## config.mk

```make
export PLATFORM = sky130hd
export DESIGN_NAME = demosaic_stream_ctrl
export DESIGN_NICKNAME = d
export VERILOG_FILES = /design/src/rtl/demosaic_pkg.sv /design/src/rtl/demosaic_line_timer.sv /design/src/rtl/demosaic_stream_ctrl.sv
export SDC_FILE = /design/constraint.sdc
export NUM_CORES = 1
export LEC_CHECK = 0
export ABC_CLOCK_PERIOD_IN_PS = 2700
export CAP_MARGIN = 20
export CORE_MARGIN = 2
export CORE_UTILIZATION = 45
export DETAILED_ROUTE_END_ITERATION = 8
export PLACE_DENSITY = 0.68
export SLEW_MARGIN = 20
export SYNTH_ARGS = -nofsm -noshare
export SYNTH_HDL_FRONTEND = slang
export SYNTH_HIERARCHICAL = 1
export SYNTH_SLANG_ARGS = --single-unit
```

## constraint.sdc

```tcl
create_clock -name clk -period 2.7 [get_ports clk]
set_clock_uncertainty 0.15 [all_clocks]
set_input_delay 0.54 -clock clk [delete_from_list [all_inputs] [get_ports clk]]
set_output_delay 0.54 -clock clk [all_outputs]
set_load 0.02 [all_outputs]
```

## src/rtl/demosaic_pkg.sv

```systemverilog
// Shared definitions for the demosaic stream controller: state encoding, default geometry, clog2 helper.
package demosaic_pkg;

  localparam logic [2:0] S_IDLE     = 3'd0;
  localparam logic [2:0] S_WAIT_SOF = 3'd1;
  localparam logic [2:0] S_LINE     = 3'd2;
  localparam logic [2:0] S_HBLANK   = 3'd3;
  localparam logic [2:0] S_FLUSH    = 3'd4;
  localparam logic [2:0] S_DONE     = 3'd5;

  typedef enum logic [2:0] {
    ST_IDLE     = S_IDLE,
    ST_WAIT_SOF = S_WAIT_SOF,
    ST_LINE     = S_LINE,
    ST_HBLANK   = S_HBLANK,
    ST_FLUSH    = S_FLUSH,
    ST_DONE     = S_DONE
  } state_t;

  localparam int DEF_DATA_W      = 8;
  localparam int DEF_NCOL        = 349;
  localparam int DEF_NROWS       = 349;
  localparam int DEF_HBLANK      = 4;
  localparam int DEF_FLUSH_LINES = 1;

  // Never returns less than 1 so counters of degenerate sizes still have a bit.
  function automatic int clog2(input int n);
    int w;
    w = 1;
    while ((1 << w) < n) w++;
    return w;
  endfunction

endpackage

```

## src/rtl/demosaic_line_timer.sv

```systemverilog
// Column/row/blanking counters for the demosaic stream controller; strobes are decoded from counter values.
module demosaic_line_timer
  import demosaic_pkg::*;
#(
  parameter int NCOL        = DEF_NCOL,
  parameter int NROWS       = DEF_NROWS,
  parameter int HBLANK      = DEF_HBLANK,
  parameter int FLUSH_LINES = DEF_FLUSH_LINES
) (
  input  logic clk,
  input  logic rst,
  input  logic start,
  input  logic pix_adv,
  input  logic blank_adv,
  output logic end_of_line,
  output logic end_of_frame,
  output logic end_of_flush,
  output logic flush_rows,
  output logic blank_done
);

  localparam int CW = clog2(NCOL);
  localparam int RW = clog2(NROWS + FLUSH_LINES);
  localparam int BW = clog2(HBLANK + 1);

  localparam logic [CW-1:0] COL_LAST     = CW'(NCOL - 1);
  localparam logic [RW-1:0] ROW_IMG_LAST = RW'(NROWS - 1);
  localparam logic [RW-1:0] ROW_FLUSH0   = RW'(NROWS);
  localparam logic [RW-1:0] ROW_LAST     = RW'(NROWS + FLUSH_LINES - 1);
  localparam logic [BW-1:0] BLANK_LAST   = BW'(HBLANK - 1);

  logic [CW-1:0] col;
  logic [RW-1:0] row;
  logic [BW-1:0] blank;

  // The SOF pixel occupies col 0 as it is accepted, so the line continues from col 1.
  always_ff @(posedge clk) begin
    if (rst) begin
      col   <= '0;
      row   <= '0;
      blank <= '0;
    end else begin
      if (start) begin
        col <= CW'(1);
        row <= '0;
      end else if (pix_adv) begin
        if (end_of_line) begin
          col <= '0;
          row <= (row == ROW_LAST) ? '0 : row + 1'b1;
        end else begin
          col <= col + 1'b1;
        end
      end
      if (blank_adv) blank <= blank_done ? '0 : blank + 1'b1;
    end
  end

  assign end_of_line  = (col == COL_LAST);
  assign end_of_frame = end_of_line && (row == ROW_IMG_LAST);
  assign end_of_flush = end_of_line && (row == ROW_LAST);
  assign flush_rows   = (row >= ROW_FLUSH0);
  assign blank_done   = (blank == BLANK_LAST);

endmodule

```

## src/rtl/demosaic_stream_ctrl.sv

```systemverilog
// Gap-free frame sequencer feeding the 3x3 Bayer demosaic kernel (tuser/tlast generation, blanking, flush lines).
// Optional statistics counters are enabled by defining DEMOSAIC_CTRL_STATS_EN.
module demosaic_stream_ctrl
  import demosaic_pkg::*;
#(
  parameter int DATA_W      = DEF_DATA_W,
  parameter int NCOL        = DEF_NCOL,
  parameter int NROWS       = DEF_NROWS,
  parameter int HBLANK      = DEF_HBLANK,
  parameter int FLUSH_LINES = DEF_FLUSH_LINES
) (
  input  logic              clk,
  input  logic              rst,
  input  logic              enable,
  input  logic              s_axis_tvalid,
  output logic              s_axis_tready,
  input  logic [DATA_W-1:0] s_axis_tdata,
  input  logic              s_axis_tuser,
  input  logic              s_axis_tlast,
  output logic              m_axis_tvalid,
  output logic              m_axis_tuser,
  output logic              m_axis_tlast,
  output logic [DATA_W-1:0] m_axis_tdata,
  output logic              busy,
  output logic              frame_done,
  output logic              err_line_len,
  output logic              err_underrun
`ifdef DEMOSAIC_CTRL_STATS_EN
  ,
  output logic [15:0]       frame_cnt,
  output logic [15:0]       underrun_cnt
`endif
);

  state_t state, state_nxt;

  logic start, pix_adv, blank_adv;
  logic end_of_line, end_of_frame, end_of_flush, flush_rows, blank_done;
  logic arm, underrun;

  logic [DATA_W-1:0] data_p0;
  logic              vld_p0, user_p0, last_p0, fdone_p0;

  demosaic_line_timer #(
    .NCOL       (NCOL),
    .NROWS      (NROWS),
    .HBLANK     (HBLANK),
    .FLUSH_LINES(FLUSH_LINES)
  ) u_timer (
    .clk         (clk),
    .rst         (rst),
    .start       (start),
    .pix_adv     (pix_adv),
    .blank_adv   (blank_adv),
    .end_of_line (end_of_line),
    .end_of_frame(end_of_frame),
    .end_of_flush(end_of_flush),
    .flush_rows  (flush_rows),
    .blank_done  (blank_done)
  );

  always_ff @(posedge clk) begin
    if (rst) state <= ST_IDLE;
    else     state <= state_nxt;
  end

  // Blanking is shared between image and flush lines; the row counter picks where it returns.
  always_comb begin
    state_nxt     = state;
    s_axis_tready = 1'b0;
    start         = 1'b0;
    pix_adv       = 1'b0;
    blank_adv     = 1'b0;
    case (state)
      ST_IDLE: begin
        if (enable) state_nxt = ST_WAIT_SOF;
      end
      ST_WAIT_SOF: begin
        s_axis_tready = 1'b1;
        if (s_axis_tvalid && s_axis_tuser) begin
          start     = 1'b1;
          state_nxt = ST_LINE;
        end
      end
      ST_LINE: begin
        s_axis_tready = 1'b1;
        pix_adv       = 1'b1;
        if (end_of_line) state_nxt = end_of_frame ? ST_FLUSH : ST_HBLANK;
      end
      ST_HBLANK: begin
        blank_adv = 1'b1;
        if (blank_done) state_nxt = flush_rows ? ST_FLUSH : ST_LINE;
      end
      ST_FLUSH: begin
        pix_adv = 1'b1;
        if (end_of_line) state_nxt = end_of_flush ? ST_DONE : ST_HBLANK;
      end
      ST_DONE: begin
        state_nxt = enable ? ST_WAIT_SOF : ST_IDLE;
      end
      default: state_nxt = ST_IDLE;
    endcase
  end

  assign arm      = (state == ST_IDLE) && enable;
  assign underrun = (state == ST_LINE) && !s_axis_tvalid;

  // Stage p0: registered output beat; data holds through gaps so an underrun repeats the last pixel.
  always_ff @(posedge clk) begin
    if (rst) begin
      data_p0  <= '0;
      vld_p0   <= 1'b0;
      user_p0  <= 1'b0;
      last_p0  <= 1'b0;
      fdone_p0 <= 1'b0;
    end else begin
      fdone_p0 <= (state == ST_DONE);
      user_p0  <= start;
      case (state)
        ST_WAIT_SOF: begin
          vld_p0  <= start;
          last_p0 <= 1'b0;
          if (start) data_p0 <= s_axis_tdata;
        end
        ST_LINE: begin
          vld_p0  <= 1'b1;
          last_p0 <= end_of_line;
          if (s_axis_tvalid) data_p0 <= s_axis_tdata;
        end
        ST_FLUSH: begin
          vld_p0  <= 1'b1;
          last_p0 <= end_of_line;
          data_p0 <= '0;
        end
        default: begin
          vld_p0  <= 1'b0;
          last_p0 <= 1'b0;
        end
      endcase
    end
  end

  always_ff @(posedge clk) begin
    if (rst || arm) begin
      err_line_len <= 1'b0;
      err_underrun <= 1'b0;
    end else begin
      if (start && s_axis_tlast) err_line_len <= 1'b1;
      if (state == ST_LINE) begin
        if (!s_axis_tvalid) err_underrun <= 1'b1;
        if (s_axis_tvalid && s_axis_tuser) err_line_len <= 1'b1;
        if (end_of_line ? !(s_axis_tvalid && s_axis_tlast) : (s_axis_tvalid && s_axis_tlast))
          err_line_len <= 1'b1;
      end
    end
  end

  assign m_axis_tvalid = vld_p0;
  assign m_axis_tuser  = user_p0;
  assign m_axis_tlast  = last_p0;
  assign m_axis_tdata  = data_p0;
  assign frame_done    = fdone_p0;
  assign busy          = (state != ST_IDLE);

`ifdef DEMOSAIC_CTRL_STATS_EN
  function automatic logic [15:0] sat_inc16(input logic [15:0] v);
    return (v == 16'hFFFF) ? v : v + 16'd1;
  endfunction

  always_ff @(posedge clk) begin
    if (rst) begin
      frame_cnt    <= '0;
      underrun_cnt <= '0;
    end else begin
      if (fdone_p0) frame_cnt <= frame_cnt + 16'd1;
      if (underrun) underrun_cnt <= sat_inc16(underrun_cnt);
    end
  end
`endif

endmodule

```

# Word level (Yosys, flattened, before mapping)

Index checks and enable logic that the tools add are counted.

Output and inout bits: 16
Logic and storage cells: 83
Register bits: 38

Add/sub/neg operators: 3
$lt $le $gt $ge: 1
Equal/unequal tests: 16
Reductions and logical operators: 20
Multiplexer cells: 29
Bitwise gates (word level): 2

Operators with widths:

| kind                                                     | count |
|---|---|
| == test 9 bit, second input constant                     | 3 |
| 2-to-1 mux 3 bit                                         | 9 |
| one-hot mux 8 bit (3 select lines)                       | 1 |
| adder 9 x 1 -> 9 bit, second input constant              | 2 |
| 2-to-1 mux 9 bit                                         | 2 |
| one-hot mux 3 bit (6 select lines)                       | 1 |
| 2-to-1 mux 8 bit                                         | 2 |
| 2-to-1 mux 1 bit                                         | 13 |
| inequality test 2 bit, second input constant             | 6 |
| == test 3 x 2 -> 1 bit, second input constant            | 3 |
| greater-or-equal comparator 9 bit, second input constant | 1 |
| OR reduction 2 bit                                       | 4 |
| == test 3 bit, second input constant                     | 2 |
| logical AND 1 bit                                        | 6 |
| nonzero test 3 bit                                       | 2 |
| AND reduction 5 bit                                      | 1 |
| AND reduction 2 bit                                      | 2 |
| adder 3 x 1 -> 3 bit, second input constant              | 1 |
| == test 3 x 1 -> 1 bit, second input constant            | 1 |
| zero test 3 bit                                          | 1 |
| AND reduction 3 bit                                      | 1 |
| inequality test 2 x 1 -> 1 bit, second input constant    | 1 |
| NOT 1 bit                                                | 2 |
| one-hot mux 1 bit (2 select lines)                       | 1 |
| other kinds (3)                                          | 3 |

# Depth between registers and ports, before layout

Depth after elaboration: 8
Gate-level depth with buffers: 10

# Modules after synthesis

The synthesis kept the hierarchy.

Modules (own cells, without submodules):

| module               | instances | area each (µm²) | cells each |
|---|---|---|---|
| demosaic_line_timer  | 1         | 1124.8          | 133 |
| demosaic_stream_ctrl | 1         | 905.9           | 103 |

# Worst setup path before layout

OpenSTA, ideal clock, no wires.

Path kind: input-to-reg
Start point: input s_axis_tvalid
End point: register u_timer.row[8]
Slack: 694 ps
Data arrival time: 1787 ps
Stages: 7
Cells stage by stage: nand4b_1 or2_4 clkinv_2 or2_2 buf_2 or4_1 o21ai_1

Longest elaborated chain between the ends: 4

RTL lines:

| element                      | line                       | text |
|---|---|---|
| start, declared              | demosaic_stream_ctrl.sv:15 | `input logic s_axis_tvalid,` |
| logical AND 1 bit            | demosaic_stream_ctrl.sv:80 | `if (s_axis_tvalid && s_axis_tuser) begin` |
| 2-to-1 mux 1 bit             | demosaic_stream_ctrl.sv:80 |  |
| 2-to-1 mux 1 bit             | demosaic_stream_ctrl.sv:74 | `case (state)` |
| via start                    | demosaic_stream_ctrl.sv:37 | `logic start, pix_adv, blank_adv;` |
| OR reduction 2 bit (no line) | --                         |  |
| end signal, assigned         | demosaic_line_timer.sv:49  | `row <= (row == ROW_LAST) ? '0 : row + 1'b1;` |
| end, declared                | demosaic_line_timer.sv:33  | `logic [RW-1:0] row;` |

The timed path passes the listed nets, and every way through them passes these cells.
A chain may end at the register's enable or synchronous reset.

# Worst setup path after layout

Start point: register state[0]
End point: output s_axis_tready

Longest elaborated chain between the ends: 3

RTL lines:

| element                                                          | line                       | text |
|---|---|---|
| start, declared                                                  | demosaic_stream_ctrl.sv:35 | `state_t state, state_nxt;` |
| start signal, assigned                                           | demosaic_stream_ctrl.sv:64 | `else state <= state_nxt;` |
| == test 3 x 2 -> 1 bit or == test 3 x 1 -> 1 bit (tied branches) | demosaic_stream_ctrl.sv:74 |  |
| OR reduction 2 bit (no line) *                                   | --                         |  |
| 2-to-1 mux 1 bit *                                               | demosaic_stream_ctrl.sv:74 |  |
| end, declared                                                    | demosaic_stream_ctrl.sv:16 | `output logic s_axis_tready,` |

Every way passes the cells marked *; elsewhere a longest branch is shown, timed or not.

==> run metrics <==
Min-Delay Endpoint=u_timer/blank[2]; post-CTS sizing=0; worst stage delay on the critical path=0.66 ns; Critical Path End Type=output port; Initial Utilization=46.6%; initial antenna violation count=0; RSZ-0062 raised after global routing=false; warning count from the yosys run=6; combinational power share=30.9%; synth-to-layout area growth=20.9%; final setup fails=0; Max clock buf depth=2; power consumption=1.68 mW; Setup TNS=0 ns; VDD IR max=516 uV; Top FF cell, synth=dfxtp_1; R2R Setup Slk=0.33 ns; dpl ws=0.158 ns; EDFF count, synth=0; drt wl/cell=13.5 um; Flop pwr share=41.0%; diode count=0; hold depth=2; # hold bufs at CTS=0; Detail Route Antenna Nets=0; startpoint types=flip-flop; CP max-delay cell=dfxtp_1; outcome=completed; H-tree level count=2; max-cap viol count=0; Fin Hold WS=0.278 ns; PwrDens=685 nW/um^2; NetSw=535 uW; Max Freq=389 MHz; worst path arrival time=1.88 ns; Iteration-0 DRC Markers=88; DP Wirelength=3080 um; Root Buffer=clkbuf_8; sequential element share of the synthesized area=37.5%; Finished Layout Cells=321; library cells used by synthesis=51; Total GRT Usage=18.3%; Rows=24; CTS Sinks=38; GRT Residual Overflow=0; largest net degree at the start of global routing=17; R2R depth=6; Sw Share=31.8%; Worst-Margin Slew=0.536 ns; Min-Delay Startpoint=u_timer/blank[2]; Cells after DPL=313; vias in the first global route=1,710; fraction of layout cells with a size suffix above 1=8.55%; gpl congestion=0.801; Filler Cell Count=419; PortBufs=29; Die Wd=71.2 um; reg2reg end=u_timer/row[2]; Seq cells post-synth=38; Synth Cell Area=2030 um^2; CTS tree=yes; I/O pin count=30; first-pass GRT wire length=7520 um; max_slew headroom=64.2%; Die Y=71.2 um; worst-path fanout max=16; worst hold path type=reg2reg; via/cell ratio=5.55; final hold viol count=0; synthesized area per cell=8.60 um^2; CP Class=reg2out; leak pwr=0.967 nW; Post-CTS Setup Bufs=0; async set-reset flop share out of synthesis=0%; TritonCTS Buffers=5; CP cell instances=nand2b_1, a21oi_1, clkdlybuf4s50_1; CP Data Required Time=2.01 ns; clk_lat worst skew=0.29 ns; worst r2r src=state[1]; Post-Syn Instances=236; nets@finish=288; CP startpoint=state[0]; final WL=4320 um; DRT Pass-1 Iters=4; final worst setup slack=0.132 ns; die area=5070 um^2; Tmin final=2.57 ns; Core ar.=4350 um^2; DRC=0; Clk pwr share=28.0%; fin. max-slew vios=0; clock slew at reported path FFs=0.08 ns; Internal=1.15 mW; Final period util=95.1%; post-synth net total=256; DR vias=1,780
-- worst max path at each step --
| stage | end | cells after the start |
|---|---|---|
| 5_1_grt | s_axis_tready | 3 |
| 6_report | s_axis_tready | 3 |
| 2_1_floorplan | u_timer/row[8] | 7 |
| 3_3_place_gp | u_timer/row[8] | 7 |
| 4_1_cts | s_axis_tready | 3 |
| 3_5_place_dp | u_timer/row[8] | 7 |
-- kinds of logic after synthesis --
group | Yosys count | share of synthesized area [%]
adder cells (fa/ha/maj) | 6 | 3.70
AO/OA/AOI/OAI | 43 | 16.0
buffers and inverters | 20 | 5.48
AND/OR/NAND/NOR | 108 | 27.4
XOR/XNOR | 7 | 3.02
multiplexers | 14 | 6.96
flip-flops | 38 | 37.5
-- registers in the layout, indices dropped and copies added (netlist names) --
| name | count |
|---|---|
| m_axis_tvalid | 1 |
| u_timer/row | 9 |
| m_axis_tuser | 1 |
| m_axis_tlast | 1 |
| state | 3 |
| m_axis_tdata | 8 |
| err_line_len | 1 |
| u_timer/col | 9 |
| frame_done | 1 |
| u_timer/blank | 3 |
| err_underrun | 1 |
-- per-stage QoR --
stage,util (%),cell area (um^2)
3_3_place_gp,53.9,2350
4_1_cts,56.4,2460
3_5_place_dp,53.9,2350
2_1_floorplan,-,2030
5_1_grt,56.4,2460
6_report,56.4,2460
-- cell usage in the layout (no fill, tap or decap), types with 8 or more instances in the layout --
cell,synthesis,layout
a21oi_1,13,13
nand2b_1,8,8
nand2_1,31,31
nand3_1,8,8
dfxtp_1,38,38
inv_1,12,12
clkdlybuf4s50_1,0,29
mux2i_1,13,13
nor2_1,23,23
-- final cells by class --
class | count | area, um^2 | share of cell area (%)
multi-input combinational | 178 | 1160 | 47.2
sequential | 38 | 761 | 31.0
timing repair buffer | 32 | 313 | 12.7
clock buffer | 5 | 68.8 | 2.80
tap | 52 | 65.1 | 2.65
inverter | 13 | 50.0 | 2.04
clock inverter | 3 | 40.0 | 1.63
-- worst max-delay path: cells and delay by family, from the launching register on --
family / cells / cell delay (ns)
compound gates: 1 / 0.16
flops: 1 / 0.66
simple gates: 1 / 0.13
buf+inv: 1 / 0.63
-- cells in the mapped netlist (all sizes together), types with 2 or more instances --
cell type / count / share of area [%]
nor2: 23 / 4.3
nand4: 5 / 1.5
and3: 7 / 2.2
nand2: 31 / 5.7
o21ai: 8 / 2.0
dfxtp: 38 / 37
nor4: 2 / 0.62
xnor2: 2 / 0.86
clkbuf: 2 / 0.86
xor2: 5 / 2.2
a32o: 5 / 2.5
nor3b: 3 / 1.1
or2: 2 / 0.74
nand3: 9 / 2.5
inv: 12 / 2.2
a21oi: 16 / 4.9
nor2b: 2 / 0.62
buf: 5 / 2.2
o31ai: 2 / 0.74
nand2b: 8 / 2.5
and4: 3 / 1.4
ha: 6 / 3.7
nor3: 7 / 1.7
a211oi: 2 / 0.74
mux2i: 13 / 6.4
-- power by group through the flow --
stage	clock network, mW	registers, mW	logic (mW)
6_report	0.471	0.690	0.520
2_1_floorplan	0	0.705	0.367
3_5_place_dp	0	0.702	0.523
5_1_grt	0.514	0.702	0.565
4_1_cts	0.487	0.689	0.526
3_3_place_gp	0	0.700	0.515
-- routing by layer --
metal / global-route usage [%] / wire length (um) / share of wire, % / up-vias
met1: 23.8 / 2080 / 48 / 841
met4: 5.66 / 36 / 0.83 / 0
li1: - / - / - / 900
met2: 29.9 / 2050 / 47 / 35
met5: 0 / 0 / 0 / -
met3: 4.42 / 162 / 3.7 / 4
No activity file was read; power rests on OpenSTA's default activity.
